`src/rtl/filtro_pkg.sv`:
```
// Shared constants for the 2nd-order IIR datapath: default widths, coefficient ROM,
// saturation bounds and the operand-bank decode used by the MAC.
package filtro_pkg;

  localparam int W_DEF    = 16;
  localparam int CW_DEF   = 16;
  localparam int FRAC_DEF = 14;

  // Q2.14 FIR smoothing default; feedback taps (3,4) are stored pre-negated.
  localparam logic signed [CW_DEF-1:0] COEF_ROM [5] = '{
    16'sh1000, 16'sh2000, 16'sh1000, 16'sh0000, 16'sh0000
  };

  localparam logic signed [W_DEF-1:0] SAT_MAX = 16'sh7FFF;
  localparam logic signed [W_DEF-1:0] SAT_MIN = 16'sh8000;

  typedef enum logic [1:0] {
    BANK_X    = 2'd0,
    BANK_Y    = 2'd1,
    BANK_NONE = 2'd2
  } bank_e;

  function automatic bank_e bank_of(input logic [2:0] sel);
    if (sel <= 3'd2)      return BANK_X;
    else if (sel <= 3'd4) return BANK_Y;
    else                  return BANK_NONE;
  endfunction

endpackage

```
`src/rtl/filtro_sat.sv`:
```
// Combinational output stage: arithmetic shift by FRAC (toward -inf) and clip
// from the accumulator width down to a W-bit sample, flagging any clipping.
module filtro_sat
  import filtro_pkg::*;
#(
  parameter int W     = W_DEF,
  parameter int ACC_W = W_DEF + CW_DEF + 3,
  parameter int FRAC  = FRAC_DEF
) (
  input  logic signed [ACC_W-1:0] acc_in,
  output logic signed [W-1:0]     y_sat,
  output logic                    clip
);

  localparam logic signed [ACC_W-1:0] MAX_EXT = {{(ACC_W-W+1){1'b0}}, {(W-1){1'b1}}};
  localparam logic signed [ACC_W-1:0] MIN_EXT = {{(ACC_W-W+1){1'b1}}, {(W-1){1'b0}}};
  localparam logic signed [W-1:0]     Y_MAX   = {1'b0, {(W-1){1'b1}}};
  localparam logic signed [W-1:0]     Y_MIN   = {1'b1, {(W-1){1'b0}}};

  // Returns {clip, sample}.
  function automatic logic [W:0] shift_clip(input logic signed [ACC_W-1:0] a);
    logic signed [ACC_W-1:0] s;
    s = a >>> FRAC;
    if (s > MAX_EXT)      return {1'b1, Y_MAX};
    else if (s < MIN_EXT) return {1'b1, Y_MIN};
    else                  return {1'b0, s[W-1:0]};
  endfunction

  always_comb begin
    {clip, y_sat} = shift_clip(acc_in);
  end

endmodule

```
`src/rtl/filtro_mac.sv`:
```
// MAC datapath of the 2nd-order IIR filter, driven step-by-step by the sequencer.
// Optional `FILTRO_COEF_LOAD_EN makes the coefficients run-time writable registers.
module filtro_mac
  import filtro_pkg::*;
#(
  parameter int W     = W_DEF,
  parameter int CW    = CW_DEF,
  parameter int FRAC  = FRAC_DEF,
  parameter int ACC_W = W + CW + 3
) (
  input  logic                 clk,
  input  logic                 reset,
  input  logic signed [W-1:0]  muestra_in,
  input  logic                 muestra_valida,
  input  logic [2:0]           Sel_cons,
  input  logic [1:0]           Sel_fk,
  input  logic                 Sel_ac,
  input  logic                 listo,
  input  logic                 paso,
`ifdef FILTRO_COEF_LOAD_EN
  input  logic                 coef_we,
  input  logic [2:0]           coef_addr,
  input  logic signed [CW-1:0] coef_data,
`endif
  output logic signed [W-1:0]  y_out,
  output logic                 y_valida,
  output logic                 sat
);

  logic signed [W-1:0]     x0, x1, x2, y1, y2;
  logic signed [ACC_W-1:0] acc;
  logic signed [W-1:0]     operand;
  logic signed [CW-1:0]    coef_cur;
  logic signed [W+CW-1:0]  prod;
  logic signed [ACC_W-1:0] sum;
  logic signed [W-1:0]     y_sat;
  logic                    clip;
  logic                    fin;

`ifdef FILTRO_COEF_LOAD_EN
  logic signed [CW-1:0] coef_q [5];

  always_ff @(posedge clk) begin
    if (reset) begin
      for (int i = 0; i < 5; i++) coef_q[i] <= CW'(COEF_ROM[i]);
    end else if (coef_we && coef_addr < 3'd5) begin
      coef_q[coef_addr] <= coef_data;
    end
  end

  always_comb begin
    coef_cur = '0;
    if (Sel_cons < 3'd5) coef_cur = coef_q[Sel_cons];
  end
`else
  always_comb begin
    coef_cur = '0;
    if (Sel_cons < 3'd5) coef_cur = CW'(COEF_ROM[Sel_cons]);
  end
`endif

  always_comb begin
    operand = '0;
    case (bank_of(Sel_cons))
      BANK_X: begin
        case (Sel_fk)
          2'd0:    operand = x0;
          2'd1:    operand = x1;
          2'd2:    operand = x2;
          default: operand = '0;
        endcase
      end
      BANK_Y: begin
        case (Sel_fk)
          2'd1:    operand = y1;
          2'd2:    operand = y2;
          default: operand = '0;
        endcase
      end
      default: operand = '0;
    endcase
  end

  assign prod = operand * coef_cur;
  assign sum  = (Sel_ac ? acc : '0) + ACC_W'(prod);
  assign fin  = paso & listo;

  filtro_sat #(
    .W     (W),
    .ACC_W (ACC_W),
    .FRAC  (FRAC)
  ) u_sat (
    .acc_in (sum),
    .y_sat  (y_sat),
    .clip   (clip)
  );

  // Register stage: accumulator, sample history and the output sample.
  always_ff @(posedge clk) begin
    if (reset) begin
      acc      <= '0;
      x0       <= '0;
      x1       <= '0;
      x2       <= '0;
      y1       <= '0;
      y2       <= '0;
      y_out    <= '0;
      y_valida <= 1'b0;
      sat      <= 1'b0;
    end else begin
      y_valida <= fin;
      sat      <= fin & clip;
      if (paso) acc <= sum;
      if (fin) begin
        y_out <= y_sat;
        y1    <= y_sat;
        y2    <= y1;
      end
      if (muestra_valida) begin
        x0 <= muestra_in;
        x1 <= x0;
        x2 <= x1;
      end
    end
  end

endmodule

```
`config.mk`:
```
export PLATFORM = sky130hd
export DESIGN_NAME = filtro_mac
export DESIGN_NICKNAME = d
export VERILOG_FILES = /design/src/rtl/filtro_pkg.sv /design/src/rtl/filtro_sat.sv /design/src/rtl/filtro_mac.sv
export SDC_FILE = /design/constraint.sdc
export NUM_CORES = 1
export LEC_CHECK = 0
export CORE_MARGIN = 10
export CORE_UTILIZATION = 45
export DETAILED_ROUTE_END_ITERATION = 6
export SLEW_MARGIN = 10
export SYNTH_ARGS = -nofsm -noshare
export SYNTH_HDL_FRONTEND = slang
export SYNTH_SLANG_ARGS = --single-unit
export TNS_END_PERCENT = 100
```
`constraint.sdc`:
```
create_clock -name clk -period 11.91 [get_ports clk]
set_clock_uncertainty 0.1 [all_clocks]
set_input_delay 2.382 -clock clk [delete_from_list [all_inputs] [get_ports clk]]
set_output_delay 2.382 -clock clk [all_outputs]
set_load 0.005 [all_outputs]
```
==> results of run 1 <==
kinds of logic after synthesis:
| family | Yosys count | synth area share, % |
|---|---|---|
| and+or+nand+nor | 230 | 14.72 |
| AOI/OAI and AO/OA | 187 | 19.94 |
| DFF | 104 | 30.35 |
| adders and majority gates | 95 | 17.66 |
| muxes | 67 | 9.777 |
| buffers and inverters | 56 | 3.448 |
| xor gates and xnor gates | 30 | 4.050 |
| other | 1 | 0.05467 |
routing by layer:
metal  track usage [%]  routed length, um  vias to the layer above
met4             4.621                330                        0
li1                  -                  -                     2839
met5                 0                  0                        -
met1             21.24               7744                     2689
met2             25.94               7680                      140
met3             4.389                951                       19
sequential cells by signal, summed over array words and instances (netlist names):
name and cells:
acc 23, sat 1, x0 16, x1 16, x2 16, y1 16
y2 15, y_valida 1
per-stage QoR:
stage / instance area (sq um) / hold WS (ns) / instances / setup slack (ns)
3_5_place_dp: 7390 / 0.3462 / 967 / 1.451
4_1_cts: 7679 / 0.3560 / 983 / 1.782
2_1_floorplan: 6882 / 0.3360 / 776 / 2.900
3_3_place_gp: 7390 / 0.3411 / 967 / 1.549
6_report: 7679 / 0.3538 / 983 / 1.760
5_1_grt: 7679 / 0.3796 / 983 / 1.061
final timing paths:
kind	startpoint	to	slack, ns	depth (start not counted)
worst min-delay path	y2[7]$_SDFFE_PP0P_	y2[7]$_SDFFE_PP0P_	0.35	2
worst max register to register	x0[3]$_SDFFE_PP0P_	y1[8]$_SDFFE_PP0P_	4.70	30
worst max-delay path	Sel_fk[1]	y1[8]$_SDFFE_PP0P_	1.76	34
worst min register to register	y2[7]$_SDFFE_PP0P_	y2[7]$_SDFFE_PP0P_	0.35	2
power groups by stage:
stage               Combinational [mW]  Sequential, mW  Clock [mW]
floorplan                       0.0813           0.378           0
global placement                 0.116           0.381           0
detailed placement               0.118           0.382           0
CTS                              0.118           0.374       0.301
global route                     0.131           0.376       0.314
finish                           0.118           0.374       0.290
worst register-to-register path: cells and delay by family (launching register included):
family / cells / cell delay [ns]
xor+xnor: 2 / 0.29
buf+inv: 1 / 0.15
simple gates: 4 / 0.76
compound gates: 15 / 3.31
fa+ha+maj: 8 / 2.20
flops: 1 / 0.33
cell usage in the layout (no fill, tap or decap), types with 3 or more instances in the layout:
cell / synthesis / routed
a22o_1: 16 / 16
o22ai_1: 8 / 8
o21bai_1: 5 / 5
inv_1: 9 / 9
clkdlybuf4s50_1: 0 / 42
conb_1: 1 / 7
o21ai_0: 10 / 10
a21o_1: 11 / 11
nand2_1: 48 / 48
o21ai_1: 4 / 4
a221o_1: 16 / 16
mux2i_1: 67 / 67
buf_4: 0 / 6
fa_1: 3 / 3
nor2_1: 123 / 123
a222oi_1: 16 / 16
nand3_1: 10 / 10
and2_1: 24 / 24
and3_1: 3 / 3
o31ai_1: 5 / 5
nand2b_1: 4 / 4
nor2b_1: 4 / 4
a211oi_1: 8 / 8
dfxtp_1: 104 / 104
xnor2_1: 17 / 17
xor2_1: 12 / 12
clkbuf_16: 0 / 9
ha_1: 92 / 92
o21a_1: 3 / 3
a21oi_1: 60 / 60
nor3_1: 3 / 3
cell type report:
cell class                      instances  area, sq um  share of cell area, %
Clock buffer                           11        242.7                  3.161
Timing Repair Buffer                   50        475.5                  6.192
Multi-Input combinational cell        616         4563                  59.43
Sequential cell                       104         2082                  27.11
Clock inverter                          5        46.29                 0.6029
Tap cell                              188        235.2                  3.063
Inverter                                9        33.78                 0.4400
==> reports/metrics.csv, run 1 <==
metric,value,unit
synthesis-stage register bit count,104,
Final Critical Period,10.15,ns
via-per-instance ratio,5.785,
CTS tree,done,
CP required,12.10,ns
largest net degree at the start of global routing,91,
crit-path max cell delay,0.56,ns
synth unique cells,60,
Worst Max-Slew Pin Slew,0.9898,ns
hold crit path type,reg2reg,
P&R area growth vs syn,11.95,%
Lkg Pwr,3.606,nW
vias in the first global route,5416,
arrival time worst endpoint,10.34,ns
Post-Route WL,16710,um
"Seq/Total Area, Yosys",30.35,%
die footprint,20580,sq um
total global routing overflow,0,
Psw,0.2168,mW
worst rel slew slack,33.77,%
PostCTS Resize Cnt,0,
row cnt,45,
layout cells sized above 1,4.654,%
Synth area leaders,"dfxtp_1 30%, ha_1 17%, mux2i_1 9.8%, nor2_1 6.7%, a21oi_1 4.4%",
DRC errors left,0,
Synth area leader,dfxtp_1,
via count,5687,
DP HPWL,12570,um
top_reg_cell synth,dfxtp_1,
hold_buf cts,0,
number of synthesized flops with an enable pin,0,
maximum VDD drop,0.07130,mV
filler instances,1446,
Setup TNS Final,0,ns
total internal power,0.5645,mW
"Setup Fix Bufs, Post-CTS",0,
Clock H-tree levels,3,
routability cong.,0.8421,
register share of total power,47.8,%
outcome,"complete, no violations",
slowest CP cell,and2_1,
fin. max-slew vios,0,
worst skew pair latency,0.35,ns
Total Power,0.7813,mW
core area,15090,sq um
Comb power frac,15.1,%
diode count,0,
antenna violations before repair,0,
gr usage total,16.33,%
most common cell in the synthesized netlist,nor2_1,
Final Hold Viols,0,
Sw Share,27.75,%
CTS buffer count,9,
synthesized area,6859,sq um
"delay-heaviest family, CP",compound AO/OA/AOI/OAI gates,
Initial DRT Pass Iterations,5,
yosys warns,0,
Nets,912,
clk buf depth,2,
post-layout util,50.89,%
Bufs and invs on worst path,4,
CTS clock-pin slew for the worst setup and hold paths,0.07,ns
first-pass GRT wire length,27370,um
top cell type's share of synthesized area,30.35,%
port bufs,44,
"Async S/R FF share, synth",0,%
routed len/inst,16.99,um
Top Ports,45,
startpoint types,input port,
clk sinks,104,
final antenna-violating net count,0,
endpoints failing setup,0,
crit end category,flip-flop,
initial core utilization,45.46,%
fmax,98.53,MHz
Final Cycle Share,85.22,%
Die Y,143.5,um
synth cell count leaders,"123 x nor2_1, 104 x dfxtp_1, 92 x ha_1",
Crit Path Class,in2reg,
setup repair after global routing missed its margin,false,
max-cap violations,0,
Cells after Synth,770,
"Max FO, Critical Path",19,
most frequent cell on the critical path,ha_1,
clock root cell,clkbuf_16,
Mean Syn Cell Area,8.908,sq um
drt initial violations,413,
die width,143.5,um
Clock power frac,37.1,%
pwr dens,101.7,nW/um^2
Power figures use the tool's default switching activity.
==> run 2, diff against run 1 <==
--- a/config.mk
+++ b/config.mk
@@ -8,7 +8,7 @@
 export CORE_MARGIN = 10
 export CORE_UTILIZATION = 45
 export DETAILED_ROUTE_END_ITERATION = 6
-export SLEW_MARGIN = 10
+export SLEW_MARGIN = 20
 export SYNTH_ARGS = -nofsm -noshare
 export SYNTH_HDL_FRONTEND = slang
 export SYNTH_SLANG_ARGS = --single-unit
==> results of run 2 <==
Same layout as run 1: the final DEF is identical, and so are final timing and power.
==> run 3, diff against run 2 <==
==> constraint.sdc (replaced) <==
create_clock -name clk -period 10.2 [get_ports clk]
set_clock_uncertainty 0.1 [all_clocks]
set_input_delay 2.04 -clock clk [delete_from_list [all_inputs] [get_ports clk]]
set_output_delay 2.04 -clock clk [all_outputs]
set_load 0.005 [all_outputs]
==> run 3 against run 2 <==
  * Worst setup slack lost 1.2 ns
  * Cell count grew 0.20%
  * Via count shrank 1.5%
  * Sequential share of layout area shrank 0.13 points
  * Routed wire length shrank 2.2%
  * Clock-buffer cell count shrank 2
  * Combinational power grew 16%
  * Clock power grew 24%
  * Largest cell class unchanged
==> reports/metrics.csv, run 3 (synthesis gave the netlist of run 1 again) <==
metric,value,unit,change
outcome,"complete, no violations",,unchanged
crit-path max cell delay,0.51,ns,was 0.56 ns
crit end category,flip-flop,,unchanged
via count,5599,,was 5687
antenna violations before repair,0,,unchanged
"delay-heaviest family, CP",compound AO/OA/AOI/OAI gates,,unchanged
pwr dens,121.0,nW/um^2,was 101.7 nW/um^2
Nets,914,,was 912
"most common cell after layout, fill and taps aside",nor2_1,,unchanged
first-pass GRT wire length,27010,um,was 27370 um
Initial DRT Pass Iterations,5,,unchanged
CP required,10.35,ns,was 12.10 ns
die footprint,20580,sq um,unchanged
Worst Max-Slew Pin Slew,0.9846,ns,was 0.9898 ns
filler instances,1412,,was 1446
placed inst area,7405,sq um,was 7390 sq um
"worst slack, placed",0.2444,ns,was 1.451 ns
CTS clock-pin slew for the worst setup and hold paths,0.08,ns,was 0.07 ns
maximum VDD drop,0.08880,mV,was 0.07130 mV
row cnt,45,,unchanged
multi-input logic area,4563,sq um,unchanged
Final Cycle Share,94.94,%,
Clock H-tree levels,3,,unchanged
DP HPWL,12470,um,was 12570 um
"commonest cells after routing, fill and taps aside","123 x nor2_1, 104 x dfxtp_1, 92 x ha_1",,unchanged
DRC errors left,0,,unchanged
Final Critical Period,9.683,ns,
worst rel slew slack,34.36,%,was 33.77%
Setup TNS Final,0,ns,unchanged
via-per-instance ratio,5.684,,was 5.785
Bufs and invs on worst path,4,,unchanged
Crit Path Class,in2reg,,unchanged
routability cong.,0.8769,,was 0.8421
launch point of the critical path,Sel_fk[1],,unchanged
Lkg Pwr,3.627,nW,was 3.606 nW
slowest CP cell,clkdlybuf4s50_1,,was and2_1
total global routing overflow,0,,unchanged
fmax,103.3,MHz,
Post-Route WL,16330,um,was 16710 um
layout cells sized above 1,5.019,%,was 4.654%
FF-to-FF path depth,31,,was 30
setup repair after global routing missed its margin,false,,unchanged
die width,143.5,um,unchanged
CTS buffer count,9,,unchanged
CTS tree,done,,unchanged
endpoints failing setup,0,,unchanged
clock root cell,clkbuf_16,,unchanged
Reg with most FFs,acc,,unchanged
Stages on worst setup path,34,,unchanged
largest net degree at the start of global routing,91,,unchanged
P&R area growth vs syn,12.50,%,was 11.95%
Reg area,2082,sq um,unchanged
final antenna-violating net count,0,,unchanged
Placed Cells,969,,was 967
fin. max-slew vios,0,,unchanged
post-layout util,51.14,%,was 50.89%
hold_buf cts,0,,unchanged
Final Hold Viols,0,,unchanged
core area,15090,sq um,unchanged
startpoint types,input port,,unchanged
vias in the first global route,5486,,was 5416
Total Power,0.9338,mW,was 0.7813 mW
final hold slack,0.3567,ns,was 0.3538 ns
clk buf depth,2,,unchanged
drt initial violations,324,,was 413
hold crit path type,reg2reg,,unchanged
max reg flops,23,,unchanged
final cell count without fillers,985,,was 983
Final Cell Area,7716,sq um,was 7679 sq um
clk sinks,104,,unchanged
arrival time worst endpoint,9.83,ns,was 10.34 ns
Final WS setup,0.5166,ns,was 1.760 ns
Die Y,143.5,um,unchanged
Top Ports,45,,unchanged
R2R setup slack,3.00,ns,was 4.70 ns
most frequent cell on the critical path,ha_1,,unchanged
RR Startpoint,x0[2]$_SDFFE_PP0P_,,was x0[3]$_SDFFE_PP0P_
gr usage total,15.92,%,was 16.33%
worst skew pair latency,0.36,ns,was 0.35 ns
max-cap violations,0,,unchanged
diode count,0,,unchanged
RR Endpoint,y1[13]$_SDFFE_PP0P_,,was y1[8]$_SDFFE_PP0P_
PostCTS Resize Cnt,0,,unchanged
initial core utilization,45.46,%,unchanged
port bufs,44,,unchanged
worst setup path end,y1[13]$_SDFFE_PP0P_,,was y1[8]$_SDFFE_PP0P_
routed len/inst,16.58,um,was 16.99 um
"Setup Fix Bufs, Post-CTS",0,,unchanged
"Max FO, Critical Path",19,,unchanged
## run 3: worst register-to-register path, delay by kind of cell, from the launching register on
family,cells,cell delay (ns)
buffers and inverters,2,0.35
adder cells (fa/ha/maj),8,2.27
AO/OA/AOI/OAI,15,3.20
XOR/XNOR,2,0.47
flip-flops,1,0.33
AND/OR/NAND/NOR,4,0.38
## run 3: how the worst min path moves through the flow
stage | start | to | slack, ns | cells after the start
after floorplan | y2[0]$_SDFFE_PP0P_ | y2[0]$_SDFFE_PP0P_ | 0.34 | 2
after global placement | y2[6]$_SDFFE_PP0P_ | y2[6]$_SDFFE_PP0P_ | 0.34 | 2
after detailed placement | y2[3]$_SDFFE_PP0P_ | y2[3]$_SDFFE_PP0P_ | 0.35 | 2
after CTS | y2[5]$_SDFFE_PP0P_ | y2[5]$_SDFFE_PP0P_ | 0.36 | 2
after global routing | y2[0]$_SDFFE_PP0P_ | y2[0]$_SDFFE_PP0P_ | 0.37 | 2
final | y2[0]$_SDFFE_PP0P_ | y2[0]$_SDFFE_PP0P_ | 0.36 | 2
## run 3: final cells by class
| cell class | instances | share of cell area, % |
|---|---|---|
| clock buffer | 9 | 2.919 |
| timing repair buffer | 52 | 6.356 |
| tap | 188 | 3.048 |
| inverter | 9 | 0.4378 |
| clock inverter | 7 | 1.119 |
| multi-input combinational | 616 | 59.14 |
| sequential | 104 | 26.98 |
## run 3: metal layers
layer  up-vias  part of all wire [%]  GRT usage, %
met1      2641                    48         20.55
met4         0                  0.91         3.332
met5         -                     0             0
li1       2852                     -             -
met3        15                   4.1         3.366
met2        91                    47         26.68
## run 3: where the power goes
| part | switching [mW] | internal [mW] | total, mW |
|---|---|---|---|
| sequential | 0.0148 | 0.422 | 0.437 |
| combinational | 0.0768 | 0.0603 | 0.137 |
| clock | 0.164 | 0.195 | 0.359 |
| total | 0.256 | 0.678 | 0.934 |
